**src/rtl/seg7_scan_pkg.sv**
```systemverilog
// Shared constants for the seven-segment scanner: glyph table, the
// all-segments-off pattern and the default digit hold time.
package seg7_scan_pkg;

    // Default number of clk cycles each digit stays lit.
    localparam int PRESCALE_DEFAULT = 50000;

    // Segment/anode pattern with everything dark (active-low).
    localparam logic [7:0] ALL_OFF = 8'hFF;

    // Active-low {g,f,e,d,c,b,a} glyphs for 0-9, A, b, C, d, E, F.
    localparam logic [6:0] HEX_SEG [16] = '{
        7'h40, 7'h79, 7'h24, 7'h30, 7'h19, 7'h12, 7'h02, 7'h78,
        7'h00, 7'h10, 7'h08, 7'h03, 7'h46, 7'h21, 7'h06, 7'h0E
    };

endpackage

```
**src/rtl/seg7_scan_hex2seg.sv**
```systemverilog
// Combinational nibble-to-glyph decoder, active-low {g..a}.
module hex2seg
    import seg7_scan_pkg::*;
(
    input  logic [3:0] nib_i,
    output logic [6:0] seg_o
);

    // Pure table lookup; every nibble value has a defined glyph.
    assign seg_o = HEX_SEG[nib_i];

endmodule

```
**src/rtl/seg7_scan.sv**
```systemverilog
// Eight-digit multiplexed seven-segment scanner. A free-running prescaler
// steps the digit index; a pending/shadow register pair guarantees that a
// whole frame (digits 0..7) is always drawn from one captured word.
module seg7_scan
    import seg7_scan_pkg::*;
#(
    parameter int PRESCALE = PRESCALE_DEFAULT,
    parameter bit BLANK_LZ = 1'b0
) (
    input  logic        clk,
    input  logic        rst,
    input  logic [31:0] data_i,
    input  logic        load_i,
    input  logic [7:0]  point_i,
    input  logic [7:0]  blank_i,
    output logic [7:0]  an_o,
    output logic [7:0]  seg_o,
    output logic [2:0]  digit_o,
    output logic        frame_o
);

    localparam int CW = (PRESCALE > 1) ? $clog2(PRESCALE) : 1;

    logic [CW-1:0] cnt_q, cnt_d;
    logic [2:0]    idx_q, idx_d;
    logic          term_cnt;
    logic          wrap;

    logic [31:0]   pend_data_q, pend_data_d;
    logic [7:0]    pend_point_q, pend_point_d;
    logic [7:0]    pend_blank_q, pend_blank_d;
    logic [31:0]   shad_data_q, shad_data_d;
    logic [7:0]    shad_point_q, shad_point_d;
    logic [7:0]    shad_blank_q, shad_blank_d;

    logic [7:0]    an_q, an_d;
    logic [7:0]    seg_q, seg_d;
    logic [2:0]    digit_q, digit_d;
    logic          frame_q, frame_d;

    logic [3:0]    cur_nib;
    logic [6:0]    cur_glyph;
    logic [7:0]    zero_from;
    logic          zero_acc;
    logic          cur_blank;

    // Scan timing: prescaler wraps at PRESCALE-1 and steps the digit index.
    always_comb begin
        term_cnt = (cnt_q == CW'(PRESCALE - 1));
        cnt_d    = term_cnt ? '0 : cnt_q + CW'(1);
        idx_d    = term_cnt ? idx_q + 3'd1 : idx_q;
        wrap     = term_cnt && (idx_q == 3'd7);
    end

    // Pending takes every load; shadow only changes at a 7->0 wrap, and a
    // load landing on the wrap bypasses pending so it is shown immediately.
    always_comb begin
        pend_data_d  = pend_data_q;
        pend_point_d = pend_point_q;
        pend_blank_d = pend_blank_q;
        shad_data_d  = shad_data_q;
        shad_point_d = shad_point_q;
        shad_blank_d = shad_blank_q;
        if (load_i) begin
            pend_data_d  = data_i;
            pend_point_d = point_i;
            pend_blank_d = blank_i;
        end
        if (wrap) begin
            shad_data_d  = load_i ? data_i  : pend_data_q;
            shad_point_d = load_i ? point_i : pend_point_q;
            shad_blank_d = load_i ? blank_i : pend_blank_q;
        end
    end

    // zero_from[k] is set when shadow nibbles k..7 are all zero.
    always_comb begin
        zero_acc  = 1'b1;
        zero_from = '0;
        for (int k = 7; k >= 0; k--) begin
            zero_acc     = zero_acc & (shad_data_q[4*k +: 4] == 4'h0);
            zero_from[k] = zero_acc;
        end
    end

    assign cur_nib = shad_data_q[{idx_q, 2'b00} +: 4];

    hex2seg u_hex2seg (
        .nib_i (cur_nib),
        .seg_o (cur_glyph)
    );

    // Next output pattern for the digit currently selected by the index.
    always_comb begin
        cur_blank = shad_blank_q[idx_q]
                  | (BLANK_LZ && (idx_q != 3'd0) && zero_from[idx_q]);
        an_d      = ~(8'd1 << idx_q);
        seg_d     = cur_blank ? ALL_OFF : {~shad_point_q[idx_q], cur_glyph};
        digit_d   = idx_q;
        frame_d   = wrap;
    end

    // State and output registers; reset darkens the display.
    always_ff @(posedge clk or posedge rst) begin
        if (rst) begin
            cnt_q        <= '0;
            idx_q        <= '0;
            pend_data_q  <= '0;
            pend_point_q <= '0;
            pend_blank_q <= '0;
            shad_data_q  <= '0;
            shad_point_q <= '0;
            shad_blank_q <= '0;
            an_q         <= ALL_OFF;
            seg_q        <= ALL_OFF;
            digit_q      <= '0;
            frame_q      <= 1'b0;
        end else begin
            cnt_q        <= cnt_d;
            idx_q        <= idx_d;
            pend_data_q  <= pend_data_d;
            pend_point_q <= pend_point_d;
            pend_blank_q <= pend_blank_d;
            shad_data_q  <= shad_data_d;
            shad_point_q <= shad_point_d;
            shad_blank_q <= shad_blank_d;
            an_q         <= an_d;
            seg_q        <= seg_d;
            digit_q      <= digit_d;
            frame_q      <= frame_d;
        end
    end

    assign an_o    = an_q;
    assign seg_o   = seg_q;
    assign digit_o = digit_q;
    assign frame_o = frame_q;

endmodule

```
**config.mk**
```make
export PLATFORM = sky130hd
export DESIGN_NAME = seg7_scan
export DESIGN_NICKNAME = d
export VERILOG_FILES = /design/src/rtl/seg7_scan_pkg.sv /design/src/rtl/seg7_scan_hex2seg.sv /design/src/rtl/seg7_scan.sv
export SDC_FILE = /design/constraint.sdc
export NUM_CORES = 1
export LEC_CHECK = 0
export ABC_AREA = 1
export CAP_MARGIN = 20
export CORE_UTILIZATION = 49
export CTS_CLUSTER_DIAMETER = 80
export CTS_CLUSTER_SIZE = 40
export DETAILED_ROUTE_END_ITERATION = 16
export PLACE_DENSITY = 0.79
export SYNTH_ARGS = -nofsm -noshare
export SYNTH_HDL_FRONTEND = slang
export SYNTH_SLANG_ARGS = --single-unit
```
**constraint.sdc**
```tcl
create_clock -name clk -period 9.4 [get_ports clk]
set_input_delay 0.94 -clock clk [delete_from_list [all_inputs] [get_ports clk]]
set_output_delay 0.94 -clock clk [all_outputs]
set_load 0.01 [all_outputs]
```
==> summary.md <==
| Metric | Value |
|---|---|
| Horiz. Die Dim | `between 100 and 150 um` |
| First-pass GRT wire length | `21.5 mm` |
| RSZ-0062 raised after global routing | `false` |
| Total power | `1.32 mW` |
| Share of cells above drive strength 1 | `0.0787` |
| IO buf count | `70` |
| Clock sinks | `around 140` |
| Post-layout worst setup margin | `5.84 ns` |
| Max incr delay on CP | `0.99 ns` |
| Post-CTS setup buffer count | `0` |
| Post-synth EDFFs | `0` |
| Layout overhead on the synthesized area | `22.0%` |
| Placed Cells | `about 930` |
| Total Routing Usage GR | `0.216` |
| Die footprint | `between 0.01 and 0.015 mm2` |
| Status | `finished clean` |
| Main flop type after synthesis | `dfrtp_1` |
| Final hold slack | `about 0.46 ns` |
| Hold Fails Final Rpt | `0` |
| Synth top area cells | `dfrtp_1 (49%), nand2_1 (24%), dfstp_2 (7.0%), nand3_1 (3.5%), inv_1 (3.2%)` |
| ANT cells | `0` |
| Post-Syn Area | `~0.0060 mm2` |
| CTS clock-pin slew for the worst setup and hold paths | `~0.060 ns` |
| Slowest-stage cell, CP | `inv_2` |
| Relative slew margins | `0.351` |
| Top-count cell post-synth | `nand2_1` |
| Max-slew violations | `0` |
| Number of synthesized register bits | `between 100 and 150` |
| Fin nets | `864` |
| IO Pins | `71` |
| CP Max Fanout | `49` |
| PD cells | `~180 mW/mm2` |
| CP endpoint kind | `flip-flop` |
| Seq/Total Area, Yosys | `0.564` |
| Netlist cell types | `30` |
| Vias in the first global route | `between 4k and 5k` |
| CP top delay family | `simple AND/OR/NAND/NOR gates` |
| CTS Buffer Depth | `2` |
| Setup WS pre-CTS | `a little under 6 ns` |
| Site row count | `40` |
| Mapped Cells | `about 740` |
| Critical Path Source Type | `flip-flop` |
| Grt ovf | `0` |
| Asr flop ratio synth | `1.00` |
| DIE HEIGHT | `113 um` |
| Crit share post-route | `0.379` |
| Hold bufs inserted after CTS | `0` |
| WL final | `around 12 mm` |
| H-tree depth | `4` |
| Non-filler cells, final | `960` |
| Vias per cell | `4.84` |
| CP arrival | `between 3 and 4 ns` |
| Syn avg cell area | `between 8 and 9 um2` |
| Initial core utilization | `0.501` |
| Leading area contributor after synthesis | `dfrtp_1` |
| Crit path kind | `flip-flop to flip-flop` |
| Max_cap viols | `0` |
| Leakage | `~3.7 nW` |
| Largest net degree at the start of global routing | `74` |
| Clock Latency Late Sink | `between 0.4 and 0.5 ns` |
| CTS tree | `yes` |
| Worst Tran Pin Value | `between 0.9 and 1 ns` |
| Hold crit path type | `flip-flop to flip-flop` |
| Critical path required time | `9.75 ns` |
| Final Skew | `0.0102 ns` |
| Post-synth top cells | `nand2_1 (383), dfrtp_1 (119), inv_1 (51), nand3_1 (42), nor2_1 (38)` |
| Vias | `roughly 4.6k` |
| Worst-path cell chain | `ha_1, ha_1, nand3_2, inv_2, nand2_1, nand2_1` |
| Yosys warns | `0` |
| Drt drc | `0` |
| CTS Root Buffer Type | `clkbuf_16` |
| Post-layout min period | `approximately 3.6 ns` |
| Synth top area share | `0.495` |
| Net Count, Synth | `~800` |
| ANT nets after route | `0` |
| Drt pass-1 iters | `4` |
| Initial DRC count | `~370` |
| Hpwl dp | `7.90 mm` |
| VDD IR max | `around 0.11 mV` |
| Gpl congestion | `0.872` |
| Worst Path Buf+Inv | `1` |
| TritonCTS buffer count | `17` |
| TNS Setup | `0 ns` |
| Routed len/inst | `12.7 um` |
| Core ar. | `0.0120 mm2` |
| Initial antenna violation count | `0` |
| Quantity of gates resized following cts | `0` |
| Achievable Freq | `0.281 GHz` |
| Final setup violation count | `0` |
area by class of cell:
type / instances / area [um2]
tap: 147 / 184
clock buffer: 21 / 460
fill: 1043 / 4670
clock inverter: 11 / 123
multi-input combinational: 519 / 2260
inverter: 55 / 209
sequential: 135 / 3400
timing repair buffer: 72 / 711
report_power, final:
| group | leakage [nW] | internal (mW) | total (mW) | switching [mW] |
|---|---|---|---|---|
| Combinational | 1.98 | 0.0268 | 0.0635 | 0.0367 |
| Clock | 0.288 | 0.405 | 0.647 | 0.243 |
| Sequential | 1.48 | 0.600 | 0.605 | 0.00497 |
metrics by stage:
stage / instance area (um2) / utilization
floorplan: 6020 / -
global placement: 6760 / 0.563
detailed placement: 6760 / 0.563
CTS: 7350 / 0.612
global route: 7350 / 0.612
finish: 7350 / 0.612
layout by cell type, fill, tap and decap left out, types with 3 or more instances in the layout:
cell type,instances
inv_1,50
nor3_1,5
clkdlybuf4s50_1,69
nand3_1,42
ha_1,13
dfrtp_1,119
dfstp_2,16
o21ai_0,12
clkinv_2,4
inv_2,4
clkbuf_16,17
nor2_1,38
nand3_2,3
xor2_1,5
nand2_1,383
registers in the layout (all words and copies together), names as in the netlist, 3 cells and up:
name	flops
shad_point_q	8
pend_point_q	8
pend_blank_q	8
pend_data_q	32
seg_o	8
cnt_q	16
digit_d	3
digit_o	3
shad_data_q	32
shad_blank_q	8
an_o	8
logic make-up (layout without fill, tap and decap cells):
family | count (synthesis) | count (layout) | synth area share
DFF | 135 | 135 | 0.564
and+or+nand+nor | 481 | 481 | 0.322
adders and majority gates | 13 | 13 | 0.0270
buffers and inverters | 84 | 159 | 0.0601
AOI/OAI and AO/OA | 19 | 19 | 0.0179
xor gates and xnor gates | 6 | 6 | 0.00873
path summary, 6_finish.rpt:
kind                            start         endpoint  slack (ns)  cells after the start
setup / recovery           digit_d[0]   shad_data_q[1]        5.84                      6
hold / removal               cnt_q[0]         cnt_q[0]        0.46                      1
setup reg to reg           digit_d[0]   shad_data_q[1]        5.84                      6
hold reg to reg              cnt_q[0]         cnt_q[0]        0.46                      1
max in group asynchronous         rst  pend_point_q[3]        7.07                      3
min in group asynchronous         rst        cnt_q[10]        1.05                      2
routing by layer:
metal,GRT usage,part of all wire,vias to the layer above,routed length (um)
met5,0,0,-,0
met4,0.0772,0.011,0,137
met3,0.0562,0.043,12,524
met2,0.340,0.47,100,5720
met1,0.291,0.48,2161,5810
li1,-,-,2376,-
(Power assumes the default switching activity.)
